File: config.mk
export PLATFORM = sky130hd
export DESIGN_NAME = cdb_arbiter
export DESIGN_NICKNAME = d
export VERILOG_FILES = /design/src/rtl/cdb_arbiter.sv
export SDC_FILE = /design/constraint.sdc
export NUM_CORES = 1
export LEC_CHECK = 0
export BUFFER_PORTS_ARGS = -buffer_cell sky130_fd_sc_hd__buf_2
export CORE_MARGIN = 10
export CORE_UTILIZATION = 62
export CTS_CLUSTER_DIAMETER = 100
export DETAILED_ROUTE_END_ITERATION = 7
export GPL_TIMING_DRIVEN = 0
export PLACE_DENSITY_LB_ADDON = 0.08
export SETUP_SLACK_MARGIN = 0.15
export SLEW_MARGIN = 5
export SYNTH_ARGS = -nofsm -noshare
export SYNTH_HDL_FRONTEND = slang
export SYNTH_SLANG_ARGS = --single-unit
export TNS_END_PERCENT = 5
File: constraint.sdc
create_clock -name clk -period 7 [get_ports clk]
set_clock_uncertainty 0.1 [all_clocks]
set_input_delay 0 -clock clk [delete_from_list [all_inputs] [get_ports clk]]
set_output_delay 0 -clock clk [all_outputs]
set_load 0.01 [all_outputs]
File: src/rtl/cdb_arbiter.sv
// Common data bus arbiter: per-requester skid FIFOs feeding two registered
// broadcast ports, granted in round-robin order starting at rr_ptr.
module cdb_arbiter #(
    parameter int NUM_REQ   = 4,
    parameter int NUM_PORTS = 2,
    parameter int TAG_W     = 6,
    parameter int ROB_W     = 6,
    parameter int DEPTH     = 2
) (
    input  logic                       clk,
    input  logic                       reset,
    input  logic [NUM_REQ-1:0]         req_valid,
    output logic [NUM_REQ-1:0]         req_ready,
    input  logic [NUM_REQ*TAG_W-1:0]   req_tag,
    input  logic [NUM_REQ*32-1:0]      req_value,
    input  logic [NUM_REQ*ROB_W-1:0]   req_rob,
    input  logic [NUM_REQ-1:0]         req_has_rd,
    output logic [NUM_PORTS-1:0]       bcast_valid,
    output logic [NUM_PORTS*TAG_W-1:0] bcast_tag,
    output logic [NUM_PORTS*32-1:0]    bcast_value,
    output logic [NUM_PORTS*ROB_W-1:0] bcast_rob,
    output logic [NUM_PORTS-1:0]       bcast_has_rd,
    output logic [NUM_REQ*2-1:0]       fifo_count
);

    localparam int IDX_W = $clog2(NUM_REQ);
    localparam int PTR_W = $clog2(DEPTH);
    localparam logic [1:0] FULL = 2'(DEPTH);

    typedef struct packed {
        logic [TAG_W-1:0] tag;
        logic [31:0]      value;
        logic [ROB_W-1:0] rob;
        logic             has_rd;
    } entry_t;

    entry_t           mem   [NUM_REQ][DEPTH];
    logic [PTR_W-1:0] head  [NUM_REQ];
    logic [PTR_W-1:0] tail  [NUM_REQ];
    logic [1:0]       count [NUM_REQ];
    entry_t           in_ent[NUM_REQ];

    logic [IDX_W-1:0]   rr_ptr;
    logic [IDX_W-1:0]   sel0;
    logic [IDX_W-1:0]   sel1;
    logic [IDX_W-1:0]   scan_idx;
    logic               found0;
    logic               found1;
    logic [NUM_REQ-1:0] push;
    logic [NUM_REQ-1:0] pop;
    entry_t             out0;
    entry_t             out1;

    // Ready comes only from registered occupancy, so there is no pop-to-ready path.
    for (genvar gi = 0; gi < NUM_REQ; gi++) begin : g_req
        assign in_ent[gi].tag    = req_tag[gi*TAG_W +: TAG_W];
        assign in_ent[gi].value  = req_value[gi*32 +: 32];
        assign in_ent[gi].rob    = req_rob[gi*ROB_W +: ROB_W];
        assign in_ent[gi].has_rd = req_has_rd[gi];
        assign req_ready[gi]     = reset && (count[gi] != FULL);
        assign push[gi]          = req_valid[gi] && req_ready[gi];
        assign fifo_count[gi*2 +: 2] = count[gi];
    end

    // The scan index wraps through the natural overflow of IDX_W bits (NUM_REQ is 4).
    always_comb begin
        found0   = 1'b0;
        found1   = 1'b0;
        sel0     = '0;
        sel1     = '0;
        scan_idx = '0;
        pop      = '0;
        for (int k = 0; k < NUM_REQ; k++) begin
            scan_idx = rr_ptr + IDX_W'(k);
            if (count[scan_idx] != 2'd0) begin
                if (!found0) begin
                    found0 = 1'b1;
                    sel0   = scan_idx;
                end else if (!found1) begin
                    found1 = 1'b1;
                    sel1   = scan_idx;
                end
            end
        end
        if (found0) pop[sel0] = 1'b1;
        if (found1) pop[sel1] = 1'b1;
        out0 = found0 ? mem[sel0][head[sel0]] : '0;
        out1 = found1 ? mem[sel1][head[sel1]] : '0;
    end

    always_ff @(posedge clk) begin
        for (int i = 0; i < NUM_REQ; i++) begin
            if (push[i]) mem[i][tail[i]] <= in_ent[i];
        end
    end

    always_ff @(posedge clk or negedge reset) begin
        if (!reset) begin
            for (int i = 0; i < NUM_REQ; i++) begin
                head[i]  <= '0;
                tail[i]  <= '0;
                count[i] <= '0;
            end
            rr_ptr       <= '0;
            bcast_valid  <= '0;
            bcast_tag    <= '0;
            bcast_value  <= '0;
            bcast_rob    <= '0;
            bcast_has_rd <= '0;
        end else begin
            for (int i = 0; i < NUM_REQ; i++) begin
                if (push[i]) tail[i] <= tail[i] + PTR_W'(1);
                if (pop[i])  head[i] <= head[i] + PTR_W'(1);
                count[i] <= count[i] + {1'b0, push[i]} - {1'b0, pop[i]};
            end
            bcast_valid  <= {found1, found0};
            bcast_tag    <= {out1.tag, out0.tag};
            bcast_value  <= {out1.value, out0.value};
            bcast_rob    <= {out1.rob, out0.rob};
            bcast_has_rd <= {out1.has_rd, out0.has_rd};
            if (found1) begin
                rr_ptr <= sel1 + IDX_W'(1);
            end else if (found0) begin
                rr_ptr <= sel0 + IDX_W'(1);
            end
        end
    end

endmodule

==> results of run 1 <==
-- worst max path at each step --
| stage | start | to | depth (start not counted) |
|---|---|---|---|
| 2_1_floorplan | fifo_count[0] | mem[0][45] | 4 |
| 3_3_place_gp | reset | mem[3][66] | 4 |
| 3_5_place_dp | rr_ptr[1] | fifo_count[1] | 15 |
| 4_1_cts | rr_ptr[1] | fifo_count[1] | 15 |
| 5_1_grt | rr_ptr[1] | fifo_count[1] | 15 |
| 6_report | rr_ptr[1] | fifo_count[1] | 15 |
-- cells by family (layout without fill, tap and decap cells) --
family          Yosys count  count (layout)
simple gates            369             369
buf+inv                 155             728
other cells               0               6
fa+ha+maj                10              10
compound gates          580             580
flops                   470             470
xor+xnor                 18              18
mux                      97              97
-- layout make-up --
class | instances | area, um2 | share of cell area
diodes | 6 | 15.0 | 0.000555
plain buffers | 145 | 717 | 0.0265
clock buffers | 65 | 1310 | 0.0486
clock inverters | 21 | 323 | 0.0119
inverters | 10 | 37.5 | 0.00139
multi-input cells | 1074 | 6910 | 0.256
flip-flops and latches | 470 | 13600 | 0.502
well taps | 448 | 561 | 0.0207
repair buffers | 487 | 3590 | 0.133
-- worst max-delay path: stages, from the launching register on --
cell	delay, ps
dfrtp_1	340
clkbuf_1	350
clkbuf_1	380
o21ai_0	170
o21ai_0	310
ha_1	300
nor2b_1	130
o211ai_1	630
buf_2	440
nand3_1	120
o21ai_1	260
ha_1	310
inv_1	60
ha_1	150
xnor2_1	130
xnor2_1	140
-- cell usage after synthesis, drive strengths merged (3+ instances only) --
cell type / n / area share
a21oi: 276 / 0.065
edfxtp: 360 / 0.51
and3: 6 / 0.0018
a221oi: 90 / 0.044
nor2: 60 / 0.011
o21ai: 16 / 0.0038
or2: 4 / 0.0012
o21a: 46 / 0.016
a211oi: 136 / 0.048
clkbuf: 100 / 0.018
nand3: 5 / 0.0012
nor2b: 91 / 0.027
o32ai: 3 / 0.0012
xor2: 4 / 0.0017
nand2: 193 / 0.034
mux2i: 95 / 0.045
buf: 45 / 0.016
ha: 10 / 0.0059
inv: 9 / 0.0016
xnor2: 14 / 0.0058
dfrtp: 110 / 0.13
a21boi: 4 / 0.0014
-- placed cells by master, fill, tap and decap left out, types with 5 or more instances in the layout --
master	netlist	final
buf_2	23	311
clkinv_1	1	5
mux2i_1	94	94
buf_16	0	5
a221oi_1	66	66
dlygate4sd3_1	0	186
a221oi_2	24	24
diode_2	0	6
clkinv_2	0	5
edfxtp_1	360	360
buf_12	1	8
nor2_1	58	54
bufinv_16	0	8
clkbuf_16	0	46
nand2_1	193	193
nand3_1	5	5
clkbuf_1	100	110
dfrtp_1	110	110
clkbuf_8	0	9
xnor2_1	14	14
buf_6	14	15
nor2b_1	91	91
buf_4	6	6
a211oi_1	136	136
o21ai_0	15	15
inv_1	9	9
ha_1	10	10
o21a_1	46	46
a21oi_1	276	276
-- routing by layer --
layer	vias up	global-route usage
li1	7536	-
met1	8795	0.468
met2	1805	0.593
met3	397	0.113
met4	2	0.186
met5	-	0
-- per-stage QoR --
stage / instance area (um2) / setup TNS, ps / setup slack, ps / cells
after global routing: 27000 / 0 / 2310 / 2721
final: 27000 / 0 / 2590 / 2726
after detailed placement: 23500 / 0 / 2750 / 2447
after global placement: 23200 / -32950 / -403 / 2436
after CTS: 27000 / 0 / 2730 / 2720
after floorplan: 21200 / 0 / 3420 / 1699
-- sequential cells by signal, indices dropped and copies added, names as in the netlist --
signal and count:
rr_ptr 2, bcast_tag 12, bcast_valid 2, fifo_count 8, bcast_value 64, bcast_has_rd 2
bcast_rob 12, tail 4, mem 360, head 4
==> run metrics, run 1 <==
R2R Path End fifo_count[1]; H-tree levels 2; clk_lat worst skew 600 ps; core area 33,600 um2; Wirelength per Cell 29.6 um; Final min period 4410 ps; # setup viols final 0; Yosys reg bits 470; via count 18,500; metal2 WL 37,300 um; R2R cell count 15; GRT overflow 0; Worst Setup Start Kind register; initial antenna violation count 3; port bufs 289; Post-CTS Setup Inserts 0; status finished clean; crit-path max FO 10; synth-to-layout area growth 27.6%; first-pass GRT wire length 118,000 um; Site Rows 67; max-cap violations 0; final hold vios 0; crit path kind reg2reg; IO Pins 290; Req. time, crit path 7400 ps; total CTS buffers 46; number of global-route vias before repair 18,900; DR vias/cell 6.80; Placer Congestion 0.928; Root Buffer clkbuf_16; Starting Density 0.630; main flop type after synthesis edfxtp_1; slew margin rel. 0.235; WL met3 11,600 um; Hold Path Stages 2; wire length on met1 27,500 um; Async SR Flop Fraction 0.234; Compound-Gate Fraction of Synth Area 0.184; largest family of logic cells by synthesized area compound AO/OA/AOI/OAI gates; total die area 42,000 um2; Post-Synth XOR/XNOR Area 0.00744; DP HPWL 50,100 um; CP Data Arrival Time 4800 ps; period utilisation layout 0.630; mux cell area share after synthesis 0.0473; share of layout cells above drive strength 1 0.201; clk sink count 470; Netlist Area Pre-Place 21,200 um2; reg-to-reg setup timing slack 2590 ps; Residual DRC 0; Tightest Pin Transition 1150 ps; reg-to-reg startpoint rr_ptr[1]; TritonRoute pass-1 iters 6; number of synthesized flops with an enable pin 360; Iter 0 DRT Violations 2,864; Syn Inst Count 1,699; highest routed layer met5; # resized after CTS 0; final antenna-violating net count 0; chip width 205 um; class of the worst hold path in2reg; pin count of the biggest net entering global routing 70; Hold WS 19.4 ps; Final Net Count 2,430; # fillers 1,946; Hold EP mem[1][55]; fmax 227 MHz; clock slew at reported path FFs 70 ps; Netlist cell types 49; Total Wirelength 80,700 um; fin util 0.804; Synth Area in Simple Gates 0.0791; height of the die 205 um; Pins Over Slew Limit 0; CTS tree done; hold buffers post-CTS 187; Seq/Total Area, Yosys 0.640; Syn Area/Cell 12.5 um2; Crit. End Element register; Adder-Cell Fraction of Synth Area 0.00591; RSZ-0062 raised after global routing no; Max clock buf depth 3; Synth Net Count 1,895; Hold Crit Start req_value[35]; GRT Util Overall 0.377; synth warn 0
Power of run 1 is not shown: default switching activity piles up to over one toggle a cycle in this logic, so the estimate is an artifact.
==> inputs of run 2 (changes only) <==
Settings changed: CORE_UTILIZATION 62 to 52.
Clock period 7 ns to 3.73 ns, I/O delays scaled along.
==> run metrics, run 2 (synthesized netlist as in run 1, its figures left out) <==
status finished clean; R2R cell count 9; Placer Congestion 0.898; core area 40,000 um2; commonest non-fill, non-tap cell in the layout edfxtp_1; clk_lat worst skew 610 ps; number of global-route vias before repair 18,400; Iter 0 DRT Violations 2,300; Crit. End Element register; crit-path max FO 10; TritonRoute pass-1 iters 6; class of the worst hold path in2reg; Final Net Count 2,436; Setup crit start fifo_count[7]; Site Rows 73; Max clock buf depth 3; height of the die 222 um; Total Wirelength 78,800 um; reg-to-reg setup timing slack 190 ps; Root Buffer clkbuf_16; CP max-delay cell clkbuf_1; slew margin rel. 0.308; delay-heaviest family, CP buffers and inverters; DP HPWL 52,300 um; RSZ-0062 raised after global routing yes; Post-Layout Cell Count 2,815; Final min period 3540 ps; Req. time, crit path 4150 ps; chip width 222 um; crit path buf inv count 2; clock slew at reported path FFs 60 ps; initial antenna violation count 8; via count 17,900; Setup WS pre-CTS -638 ps; CTS tree done; DR vias/cell 6.36; slowest stage delay, CP 740 ps; reg-to-reg startpoint fifo_count[7]; crit path kind reg2reg; fmax 282 MHz; # setup viols final 0; Residual DRC 0; first-pass GRT wire length 115,000 um; crit path capture bcast_rob[7]; total die area 49,200 um2; synth-to-layout area growth 29.3%; CP Data Arrival Time 3960 ps; total CTS buffers 48; placed cells 2,524; setup ws final 189 ps; share of layout cells above drive strength 1 0.223; max FFs per register 360; Starting Density 0.529; port bufs 289; # fillers 2,954; Pins Over Slew Limit 0; clk sink count 470; Wirelength per Cell 28.0 um; Tightest Pin Transition 1040 ps; R2R Path End bcast_rob[7]; Worst Setup Start Kind register; critical path, cell by cell or3b_1 -> o31a_1 -> o211a_1 -> nand2_1 -> buf_2 -> clkbuf_1 -> a21oi_1 -> a221oi_1 -> o21a_1; IO Pins 290; max-cap violations 0; pin count of the biggest net entering global routing 71; most frequent cells in the layout edfxtp_1 (360), buf_2 (311), a21oi_1 (275); Hold Crit Start req_value[120]; final hold vios 0; final antenna-violating net count 0; GRT Util Overall 0.308; GRT overflow 0; period utilisation layout 0.949; H-tree levels 2; CP Depth 9
[run 2: cell count changes in the layout (fill, tap and decap cells not counted), moves of 3 or more]
cell | previous run | this run
bufinv_16 | 8 | 4
o21ai_0 | 15 | 11
o21ai_2 | 0 | 3
diode_2 | 6 | 10
nor2_4 | 4 | 7
clkbuf_2 | 0 | 21
clkbuf_16 | 46 | 53
clkbuf_4 | 0 | 3
clkbuf_8 | 9 | 4
dfrtp_1 | 110 | 106
buf_16 | 5 | 9
dfrtp_2 | 0 | 4
clkinv_2 | 5 | 14
clkbuf_1 | 110 | 85
[run 2: stage by stage]
step	setup TNS [ps]	hold WS, ps	util	instance area, um2
CTS	0	0.105	0.681	27300
global placement	-843890	88.3	0.582	23300
global route	0	18.2	0.684	27400
floorplan	0	-396	-	21200
finish	0	14.9	0.685	27400
detailed placement	-14890	-143	0.590	23600
[run 2: worst register-to-register path, stage by stage, from the launching register on]
cell      delay, ps
dfrtp_1         490
or3b_1          490
o31a_1          130
o211a_1         250
nand2_1         240
buf_2           350
clkbuf_1        750
a21oi_1         120
a221oi_1        330
o21a_1          230
[run 2: routing by layer]
layer  wire length, um  GRT usage  vias up
met5                13          0        -
met4              3060      0.128        2
met3              7770     0.0630      245
met2             36600      0.484     1221
met1             31400      0.411     8868
li1                  -          -     7557
[run 2: timing repair]
item,CTS,global route
hold endpoints to repair,548,0
hold buffers,189,0
setup buffers,2,0
endpoints found under the setup margin,103,65
pin swaps,1,0
gates resized for setup,24,58
[run 2: how the worst min path moves through the flow]
stage / slack, ps / cells past startpoint / end
2_1_floorplan: -400 / 0 / bcast_has_rd[0]
3_3_place_gp: 90 / 1 / mem[1][13]
3_5_place_dp: -140 / 1 / bcast_tag[2]
4_1_cts: 0.1 / 2 / mem[2][29]
5_1_grt: 20 / 2 / mem[1][57]
6_report: 10 / 2 / mem[3][76]
[run 2: final cells by class]
type                            instances  area, um2  area share
Multi-Input combinational cell       1074       7020       0.256
Clock inverter                         23        231     0.00845
Tap cell                              525        657      0.0240
Timing Repair Buffer                  491       3660       0.134
Buffer                                145        779      0.0285
Clock buffer                           67       1420      0.0518
Sequential cell                       470      13600       0.495
Antenna cell                           10       25.0    0.000914
Inverter                               10       37.5     0.00137
Power of run 2 is left out for the same reason.
==> inputs of run 3 (changes only) <==
Settings changed: MAX_ROUTING_LAYER set to met4.
==> run metrics, run 3 (synthesized netlist as in run 1, its figures left out) <==
initial antenna violation count 8; clk_lat worst skew 610 ps; clock slew at reported path FFs 60 ps; final antenna-violating net count 0; status finished clean; Max clock buf depth 3; max-cap violations 0; Pins Over Slew Limit 0; period utilisation layout 0.969; CTS tree done; IO Pins 290; Site Rows 73; synth-to-layout area growth 29.7%; clk sink count 470; Wirelength per Cell 27.8 um; CP most frequent cell clkbuf_1; DP HPWL 52,400 um; port bufs 289; Crit. End Element register; height of the die 222 um; R2R Path End bcast_value[19]; Hold WS 16.2 ps; Starting Density 0.529; most frequent cells in the layout edfxtp_1 (360), buf_2 (310), a21oi_1 (275); H-tree levels 2; Root Buffer clkbuf_16; commonest non-fill, non-tap cell in the layout edfxtp_1; Tightest Pin Transition 1120 ps; fmax 277 MHz; Req. time, crit path 4050 ps; crit-path max FO 10; share of layout cells above drive strength 1 0.215; critical path, cell by cell or2_1 -> buf_2 -> nor4_1 -> clkbuf_1 -> clkbuf_1 -> nor2_1; GRT overflow 0; number of global-route vias before repair 18,700; Final Net Count 2,448; RSZ-0062 raised after global routing yes; max FFs per register 360; reg-to-reg setup timing slack 110 ps; total CTS buffers 49; via count 18,000; TritonRoute pass-1 iters 6; Residual DRC 0; DR vias/cell 6.37; CP Data Arrival Time 3940 ps; GRT Util Overall 0.316; Setup WS pre-CTS -611 ps; R2R cell count 6; pin count of the biggest net entering global routing 71; Final min period 3620 ps; final hold vios 0; # setup viols final 0; post-route cell area 27,500 um2; slew margin rel. 0.256; reg-to-reg startpoint fifo_count[1]; CP max-delay cell nor4_1; total die area 49,200 um2; Placer Congestion 0.918; Total Wirelength 78,700 um; setup ws final 114 ps; core area 40,000 um2; placed inst area 23,600 um2; chip width 222 um; class of the worst hold path in2reg; first-pass GRT wire length 115,000 um; crit path kind reg2reg; Setup crit start fifo_count[1]; Worst Setup Start Kind register; slowest stage delay, CP 920 ps; crit path capture bcast_value[19]; Iter 0 DRT Violations 2,260
run 3: how the worst min path moves through the flow:
stage	slack [ps]	to	depth (start not counted)	start
6_report	20	mem[1][64]	2	req_value[44]
5_1_grt	20	mem[3][72]	2	req_value[116]
4_1_cts	1	mem[3][73]	2	req_value[117]
3_5_place_dp	-150	bcast_tag[0]	1	reset
3_3_place_gp	90	mem[2][31]	1	req_value[88]
2_1_floorplan	-400	bcast_has_rd[0]	0	reset
run 3: layout make-up:
cell class	count	area [um2]
inverters	10	37.5
diodes	10	25.0
flip-flops and latches	470	13600
multi-input cells	1074	6980
repair buffers	502	3740
well taps	525	657
clock inverters	18	264
fillers	2888	12500
plain buffers	145	761
clock buffers	74	1440
run 3: critical path, delay by kind of cell (launching register included):
| kind | cells | cell delay (ps) |
|---|---|---|
| buf+inv | 3 | 1510 |
| simple gates | 3 | 1370 |
| flops | 1 | 450 |
run 3: repair_timing:
item                                   CTS  global route
pin swaps                                1             2
setup buffers                            2             4
setup endpoints to repair              103            70
endpoints found under the hold margin  567             0
hold buffers                           196             0
gates resized for setup                 21            32
run 3: through the flow:
step           utilization  instances  TNS (ps)
2_1_floorplan            -       1699         0
3_3_place_gp         0.582       2513   -845780
3_5_place_dp         0.590       2524    -15740
4_1_cts              0.684       2814         0
5_1_grt              0.687       2826         0
6_report             0.687       2828         0
run 3: routing by layer:
metal  GRT usage  vias to the layer above  share of wire
met5           -                        -              0
met4       0.147                        0          0.044
met3      0.0584                      274           0.10
met2       0.476                     1308           0.46
met1       0.410                     8868           0.40
li1            -                     7574              -
Power of run 3 is left out for the same reason.
